### config.mk
export PLATFORM = sky130hd
export DESIGN_NAME = patternbuf_ctrl
export DESIGN_NICKNAME = d
export VERILOG_FILES = /design/src/rtl/patternbuf_pkg.sv /design/src/rtl/patternbuf_ctrl_cnt.sv /design/src/rtl/patternbuf_ctrl.sv
export SDC_FILE = /design/constraint.sdc
export NUM_CORES = 1
export LEC_CHECK = 0
export CORE_UTILIZATION = 25
export CTS_CLUSTER_DIAMETER = 100
export DETAILED_ROUTE_END_ITERATION = 6
export SETUP_SLACK_MARGIN = 0.4
export SLEW_MARGIN = 10
export SYNTH_ARGS = -nofsm -noshare
export SYNTH_HDL_FRONTEND = slang
export SYNTH_SLANG_ARGS = --single-unit
export TNS_END_PERCENT = 30
### constraint.sdc
create_clock -name clk -period 1.5 [get_ports clk]
set_input_delay 0.3 -clock clk [delete_from_list [all_inputs] [get_ports clk]]
set_output_delay 0.3 -clock clk [all_outputs]
set_load 0.01 [all_outputs]
### src/rtl/patternbuf_pkg.sv
// patternbuf_pkg
//   Shared sizing constants, the controller state type and the play_last
//   saturation helper for the patternbuf sequencer.
package patternbuf_pkg;

  localparam int BUF_WIDTH = 8;
  localparam int BUF_SIZE  = 32;
  localparam int PTR_W     = $clog2(BUF_SIZE);
  localparam int SHIFT_LEN = BUF_SIZE * BUF_WIDTH;
  localparam int CNT_W     = $clog2(SHIFT_LEN);

  typedef enum logic [1:0] {
    IDLE  = 2'd0,
    SHIFT = 2'd1,
    PLAY  = 2'd2
  } pb_state_t;

  // Clamp a requested last-field index to the last real field. Widened to
  // 32 bits first so the compare stays meaningful for any buffer size.
  function automatic logic [PTR_W-1:0] sat_last(input logic [PTR_W-1:0] v);
    int unsigned iv;
    iv = 32'(v);
    if (iv >= BUF_SIZE) return PTR_W'(BUF_SIZE - 1);
    return v;
  endfunction

endpackage

### src/rtl/patternbuf_ctrl_cnt.sv
// patternbuf_ctrl_cnt
//   Loadable up-counter with a terminal-count flag.
// Ports:
//   clk, rst   clock, async active-high reset (count -> 0)
//   ld, ld_val synchronous load (wins over inc)
//   inc        count up by one
//   term_val   terminal value compared against the current count
//   count      current value
//   term       count == term_val
module patternbuf_ctrl_cnt #(
  parameter int WIDTH = 8
) (
  input  logic             clk,
  input  logic             rst,
  input  logic             ld,
  input  logic [WIDTH-1:0] ld_val,
  input  logic             inc,
  input  logic [WIDTH-1:0] term_val,
  output logic [WIDTH-1:0] count,
  output logic             term
);

  always_ff @(posedge clk or posedge rst) begin
    if (rst) begin
      count <= '0;
    end else if (ld) begin
      count <= ld_val;
    end else if (inc) begin
      count <= count + WIDTH'(1);
    end
  end

  assign term = (count == term_val);

endmodule

### src/rtl/patternbuf_ctrl.sv
// patternbuf_ctrl
//   Arbiter/sequencer sharing one patternbuf between a serial host reload,
//   single-field core writes and a valid/ready playback stream.
// Ports:
//   clk, rst                 clock, async active-high reset
//   load_req/load_bit        host reload request and serial data
//   load_pop/load_done       bit consumed this cycle / reload finished pulse
//   wr_valid/wr_addr/wr_data core field write, accepted with wr_ready
//   play_start/play_stop     start at field 0 / abort playback
//   play_last/play_loop      last field and wrap mode, sampled at start
//   play_valid/play_data     stream out, handshaken with play_ready
//   play_done                pulse when a non-looping playback ends
//   busy                     controller not idle
//   ssel/sin/fieldp/field_in/field_write   buffer controls
//   field_byte               buffer read data
//
// state | meaning
// IDLE  | arbitrate: reload > write > play start
// SHIFT | serial reload, one bit per cycle for BUF_SIZE*BUF_WIDTH cycles
// PLAY  | stream fields 0..last; writes steal single cycles
module patternbuf_ctrl
  import patternbuf_pkg::*;
(
  input  logic                 clk,
  input  logic                 rst,
  input  logic                 load_req,
  input  logic                 load_bit,
  output logic                 load_pop,
  output logic                 load_done,
  input  logic                 wr_valid,
  input  logic [PTR_W-1:0]     wr_addr,
  input  logic [BUF_WIDTH-1:0] wr_data,
  output logic                 wr_ready,
  input  logic                 play_start,
  input  logic                 play_stop,
  input  logic [PTR_W-1:0]     play_last,
  input  logic                 play_loop,
  output logic                 play_valid,
  output logic [BUF_WIDTH-1:0] play_data,
  input  logic                 play_ready,
  output logic                 play_done,
  output logic                 busy,
  output logic                 ssel,
  output logic                 sin,
  output logic [PTR_W-1:0]     fieldp,
  output logic [BUF_WIDTH-1:0] field_in,
  output logic                 field_write,
  input  logic [BUF_WIDTH-1:0] field_byte
);

  pb_state_t        state;
  logic [PTR_W-1:0] last_q;
  logic             loop_q;
  logic             load_pend;
  logic             shift_fin;

  logic [CNT_W-1:0] bit_cnt;
  logic             bit_term;
  logic [PTR_W-1:0] ptr;
  logic             ptr_term;

  logic load_take;
  logic wr_take;
  logic play_take;
  logic stop_take;
  logic hs;

  // Per-cycle arbitration decisions; outputs and counters are driven from these.
  always_comb begin
    load_take = 1'b0;
    wr_take   = 1'b0;
    play_take = 1'b0;
    stop_take = 1'b0;
    hs        = 1'b0;
    case (state)
      IDLE: begin
        if (load_req || load_pend) load_take = 1'b1;
        else if (wr_valid)         wr_take   = 1'b1;
        else if (play_start)       play_take = 1'b1;
      end
      PLAY: begin
        if (play_stop)     stop_take = 1'b1;
        else if (wr_valid) wr_take   = 1'b1;
        else               hs        = play_ready;
      end
      default: ;
    endcase
  end

  patternbuf_ctrl_cnt #(.WIDTH(CNT_W)) u_bit_cnt (
    .clk      (clk),
    .rst      (rst),
    .ld       (load_take),
    .ld_val   ('0),
    .inc      (state == SHIFT),
    .term_val (CNT_W'(SHIFT_LEN - 1)),
    .count    (bit_cnt),
    .term     (bit_term)
  );

  // Pointer returns to 0 on start, on abort and after the last field
  // (covers both the loop wrap and the clean exit to IDLE).
  patternbuf_ctrl_cnt #(.WIDTH(PTR_W)) u_ptr_cnt (
    .clk      (clk),
    .rst      (rst),
    .ld       (play_take || stop_take || (hs && ptr_term)),
    .ld_val   ('0),
    .inc      (hs && !ptr_term),
    .term_val (last_q),
    .count    (ptr),
    .term     (ptr_term)
  );

  always_ff @(posedge clk or posedge rst) begin
    if (rst) begin
      state     <= IDLE;
      last_q    <= '0;
      loop_q    <= 1'b0;
      load_pend <= 1'b0;
      shift_fin <= 1'b0;
      load_done <= 1'b0;
      play_done <= 1'b0;
    end else begin
      // load_done trails the IDLE return by one cycle via shift_fin.
      shift_fin <= 1'b0;
      load_done <= shift_fin;
      play_done <= 1'b0;
      case (state)
        IDLE: begin
          if (load_take) begin
            state     <= SHIFT;
            load_pend <= 1'b0;
          end else if (play_take) begin
            state  <= PLAY;
            last_q <= sat_last(play_last);
            loop_q <= play_loop;
          end
        end
        SHIFT: begin
          if (bit_term) begin
            state     <= IDLE;
            shift_fin <= 1'b1;
          end
        end
        PLAY: begin
          if (load_req) load_pend <= 1'b1;
          if (stop_take) begin
            state <= IDLE;
          end else if (hs && ptr_term && !loop_q) begin
            state     <= IDLE;
            play_done <= 1'b1;
          end
        end
        default: state <= IDLE;
      endcase
    end
  end

  assign busy        = (state != IDLE);
  assign ssel        = (state == SHIFT);
  assign load_pop    = (state == SHIFT);
  assign sin         = (state == SHIFT) && load_bit;
  assign wr_ready    = wr_take;
  assign field_write = wr_take;
  assign field_in    = wr_take ? wr_data : '0;
  assign fieldp      = wr_take ? wr_addr : ((state == PLAY) ? ptr : '0);
  assign play_valid  = (state == PLAY) && !play_stop && !wr_valid;
  assign play_data   = field_byte;

endmodule

==> Word-level counts from Yosys, hierarchy flattened <==
Cells that the tools add are included.
{ "op_classes": {"addsub": 2, "n_eq_ne": 9, "n_mux": 36, "bitwise_logic": 1, "reduce_logical": 21} }
{ "ops": {"columns": ["cell", "n"], "rows": [
  ["$mux W8", 3],
  ["$mux W1", 21],
  ["$mux W5", 4],
  ["$mux W2", 5],
  ["$reduce_and A3 Y1", 3],
  ["$add A8 B1 Y8 const B", 1],
  ["$eq A8 B8 Y1 const B", 1],
  ["$reduce_bool A2 Y1", 4],
  ["$logic_and A1 B1 Y1", 6],
  ["$ne A3 B3 Y1 const B", 2],
  ["$pmux W2 S3", 1],
  ["$add A5 B1 Y5 const B", 1],
  ["$eq A5 B5 Y1", 1],
  ["$logic_not A1 Y1", 4],
  ["$ne A2 B2 Y1 const B", 2],
  ["$pmux W1 S2", 2],
  ["$logic_or A1 B1 Y1", 3],
  ["$eq A2 B1 Y1 const B", 1],
  ["$eq A2 B2 Y1 const B", 1],
  ["$logic_not A2 Y1", 1],
  ["$ne A2 B1 Y1 const B", 1],
  ["$not A1 Y1", 1]
]} }
{ "word_totals": {"regBits": 25, "input_bits": 35, "elab_cells": 78} }

==> Longest topological paths before layout <==
{ "logic_depth": {"ltp_word": 8, "mapped_depth": 6} }

==> Modules after synthesis <==
From an unflattened synthesis, not the netlist that was laid out.
{ "unflattened": {"hier_cells": 167, "hier_area_um2": 1584.0} }
{ "by_module_without_submodules": {"columns": ["mod", "instances", "cells_each", "area_each_um2", "seq_area_each_um2"], "rows": [
  ["patternbuf_ctrl", 1, 73, 740.7, 300.3],
  ["patternbuf_ctrl_cnt at u_bit_cnt", 1, 62, 536.8, 200.2],
  ["patternbuf_ctrl_cnt at u_ptr_cnt", 1, 32, 306.5, 125.1]
]} }

==> Least setup slack after synthesis <==
No wires, ideal clock.
{ "synth_timing": {"kind": "flip-flop to output port", "startpoint": "reg state[1]", "endpoint": "out fieldp[0]", "arrival_time_ns": 1.311, "path_slack_ns": -0.111, "path_stages_with_launch": 7, "n_path_buf": 1, "cell_sequence": "dfrtp_1 > nor3_1 > a21oi_1 > nor3b_4 > buf_6 > nand2_1 > o21ai_1"} }
{ "synth_via": {"elab_chain_len": 3, "elab_cells_between_ends": 5, "cone_classes": "1 x eq/ne; 3 x mux; 1 x reduce/logical"} }
{ "synth_lines": {"columns": ["item", "line", "source"], "rows": [
  ["from (decl)", "patternbuf_ctrl.sv:51", "pb_state_t state;"],
  ["from (signal assigned)", "patternbuf_ctrl.sv:116", "state <= IDLE;"],
  ["from (signal assigned)", "patternbuf_ctrl.sv:131", "state <= SHIFT;"],
  ["from (signal assigned)", "patternbuf_ctrl.sv:134", "state <= PLAY;"],
  ["$eq A2 B2 Y1 or $logic_not A2 Y1 (tied branches)", "patternbuf_ctrl.sv:75", "case (state)"],
  ["$pmux W1 S2 (*)", "patternbuf_ctrl.sv:75", null],
  ["net field_write", "patternbuf_ctrl.sv:47", "output logic field_write,"],
  ["$mux W5 (*)", "patternbuf_ctrl.sv:166", "assign fieldp = wr_take ? wr_addr : ((state == PLAY) ? ptr : '0);"],
  ["to (decl)", "patternbuf_ctrl.sv:45", "output logic [PTR_W-1:0] fieldp,"]
]} }
Mark *: on every way through the listed nets, which the timed path passes. The rest lies on a longest branch.

==> Worst setup path after layout <==
{ "layout_timing": {"startpoint": "reg load_pend", "endpoint": "out fieldp[3]"} }
{ "layout_via": {"elab_chain_len": 4} }
{ "layout_lines": {"columns": ["item", "line", "source"], "rows": [
  ["from (decl)", "patternbuf_ctrl.sv:54", "logic load_pend;"],
  ["from (signal assigned)", "patternbuf_ctrl.sv:119", "load_pend <= 1'b0;"],
  ["from (signal assigned)", "patternbuf_ctrl.sv:132", "load_pend <= 1'b0;"],
  ["from (signal assigned)", "patternbuf_ctrl.sv:146", "if (load_req) load_pend <= 1'b1;"],
  ["$logic_or A1 B1 Y1", "patternbuf_ctrl.sv:77", "if (load_req || load_pend) load_take = 1'b1;"],
  ["$mux W1", "patternbuf_ctrl.sv:77", null],
  ["$pmux W1 S2", "patternbuf_ctrl.sv:75", null],
  ["$mux W5", "patternbuf_ctrl.sv:166", null]
]} }
No other way between the ends.

==> flow_summary.ini <==
[run_status]
outcome = finished with violations
violations = negative setup slack

[power]
irDropWorstVdd_v = 0.000404
p_switching_mw = 0.860
p_clk_frac = 0.158
fin_total_pwr_mw = 2.44
p_per_area_nw_per_um2 = 1120
power_frac_seq = 0.412
swShare = 0.352
p_leak_nw = 1.06
combinationalPowerShare = 0.429
power.internal_mw = 1.58

[logic_synthesis]
synthAdderAreaFrac = 0.0177
synth_top_area_frac = 0.442
synthMuxAreaShare = 0.0477
synth_cells = 155
synth_area_leaders = dfrtp_1, buf_4, nand2_1, mux2_1, and2_1
yosys_warnings = 0
syn_area_um2 = 1420
synth-xor-area-share = 0.0619
synth-compound-area-share = 0.104
yosys.area.top_type = dfrtp_1
synth_top_family_by_area = simple AND/OR/NAND/NOR gates
synth_fp_nets = 192
synth_edf_count = 0
avgSynthCellArea_um2 = 9.13
ys_async_sr_fraction = 1.00
yosysSeqAreaShare = 0.442
synth-simple-area-share = 0.240
synthFlopType = dfrtp_1
synth_cell_types = 31
synth.cells.most_frequent = dfrtp_1, nand2_1, buf_4
synth_seq_cells = 25
yosysMostFrequentCell = dfrtp_1

[timing]
final_max_slew_viol_count = 0
slew_headroom = 0.789
fin_hold_ws_ns = 0.354
setup_violations = 23
fmax_mhz = 521
setup_ws_ns = -0.419
tightest_slew_ns = 0.317
rsz0062_at_grt = yes
period_needed_ns = 1.92
fin_setup_tns_ns = -6.50
skew_ns = 0.00403
hold_violations = 0
post-route-period-util = 1.28

[drt]
drtIter0Drc = 30
wl_per_cell_um = 11.1
drt-total-wl_um = 3260
drc_errors = 0
drt_first_pass_iters = 4
vias_per_cell = 4.34
vias = 1276
ant_nets = 0

[clocking]
htree_num_levels = 1
worstSkewPairLatency_ns = 0.26
cts-root-buf = clkbuf_8
clk_path_buf_depth = 2
cts_inserted_buffers = 3
cts_hold_buf = 0
cts_num_sinks = 25
cts.clk_slew.worst_paths_ns = 0.08
cts_tree = built

[global_routing]
grt_pass1_wl_um = 5580
grt_usage = 0.115
grt_max_degree = 26
grt_remaining_overflow = 0
antenna_found_initial = 0
grt_pass1_vias = 1236

[floorplan]
core_um2 = 5470
num_io_pins = 65
rows = 27
die_x_um = 77.2
initial_core_util = 0.259
dieArea_um2 = 5970
die_h_um = 77.2

[layout]
drive_above_1_share = 0.338
nets = 260
area_growth_pct = 54.3
instances_no_fill = 294
num_antenna_cells = 0

[critical_path]
cp.arrival_ns = 1.62
worst_setup_path_start_kind = flip-flop
path_class = reg2out
required_ns = 1.20
crit_fanout = 10
end_kind = output pin
slowest_stage = dfrtp_1
critPathMaxStageDelay_ns = 0.40
path_cells = nor3_2 > a21oi_2 > nor3b_4 > buf_4 > buf_12 > nand2_2 > o21ai_2 > buf_2

[place]
dp.cells = 286
place.gp.congestion = 0.871
place_ws_ns = -0.892
port_buffers = 48
hpwl_um = 2440

[worst_hold_path]
hold_path.class = reg2reg

[flow_run]
maxCapViolations = 0
==> worst paths after layout <==
check                      startpoint            endpoint  slack, ns  depth (start not counted)
max reg2reg                  state[1]           play_done      -0.07                          8
max in group asynchronous         rst  u_ptr_cnt.count[3]       0.88                          3
min                         shift_fin           load_done       0.35                          0
max                         load_pend           fieldp[3]      -0.42                          8
min reg2reg                 shift_fin           load_done       0.35                          0
min in group asynchronous         rst  u_bit_cnt.count[5]       0.37                          3
==> power groups by stage <==
stage	Clock (mW)	Combinational [mW]	Sequential (mW)
after floorplan	0	0.568	0.994
after global placement	0	0.993	1.01
after detailed placement	0	1.01	1.02
after CTS	0.407	1.01	1.01
after global routing	0.433	1.19	1.03
final	0.387	1.05	1.01
==> repair_timing <==
action | in CTS | in global routing
resized for setup | 88 | 25
setup endpoints to repair | 45 | 45
setup buffers | 2 | 0
pin swaps | 3 | 5
cloned | 1 | 1
==> final cells by class <==
class,count,area [um^2]
fillers,584,3290
inverters,6,25.0
clock buffers,3,41.3
clock inverters,1,5.00
well taps,72,90.1
repair buffers,76,652
multi-input cells,111,744
flip-flops and latches,25,626
==> cell families after synthesis <==
family	after synthesis
buffers and inverters	19
AOI/OAI and AO/OA	27
muxes	6
and+or+nand+nor	66
adders and majority gates	2
DFF	25
xor gates and xnor gates	10
==> metal layers <==
metal | share of wire | up-vias | global-route usage | wire (um)
met5 | 0 | - | 0 | 0
met4 | 0.0086 | 0 | 0.0434 | 28
met3 | 0.083 | 2 | 0.0262 | 270
met2 | 0.42 | 51 | 0.175 | 1380
met1 | 0.48 | 573 | 0.157 | 1580
li1 | - | 650 | - | -
==> per-stage QoR <==
step | utilization | instance area [um^2]
6_report | 0.399 | 2180
5_1_grt | 0.399 | 2180
4_1_cts | 0.388 | 2120
3_5_place_dp | 0.382 | 2090
3_3_place_gp | 0.382 | 2090
2_1_floorplan | - | 1420
==> critical path, delay by kind of cell, from the launching register on <==
kind	cells	cell delay, ns
AO/OA/AOI/OAI	2	0.11
buffers and inverters	3	0.39
flip-flops	1	0.40
AND/OR/NAND/NOR	3	0.44
==> layout by cell type (no fill, tap or decap), types with 7 or more instances in the layout <==
cell / n
buf_2: 21
nor2_1: 7
and2_1: 10
buf_4: 22
nand2_1: 16
clkdlybuf4s50_1: 24
nand3_1: 10
o21ai_1: 8
o21ai_0: 7
dfrtp_1: 25
==> registers in the layout, summed over array words and instances (netlist names) <==
signal,count
u_bit_cnt.count,8
last_q,5
u_ptr_cnt.count,5
state,2
load_done,1
load_pend,1
loop_q,1
play_done,1
shift_fin,1
No activity file was read; power rests on OpenSTA's default activity.
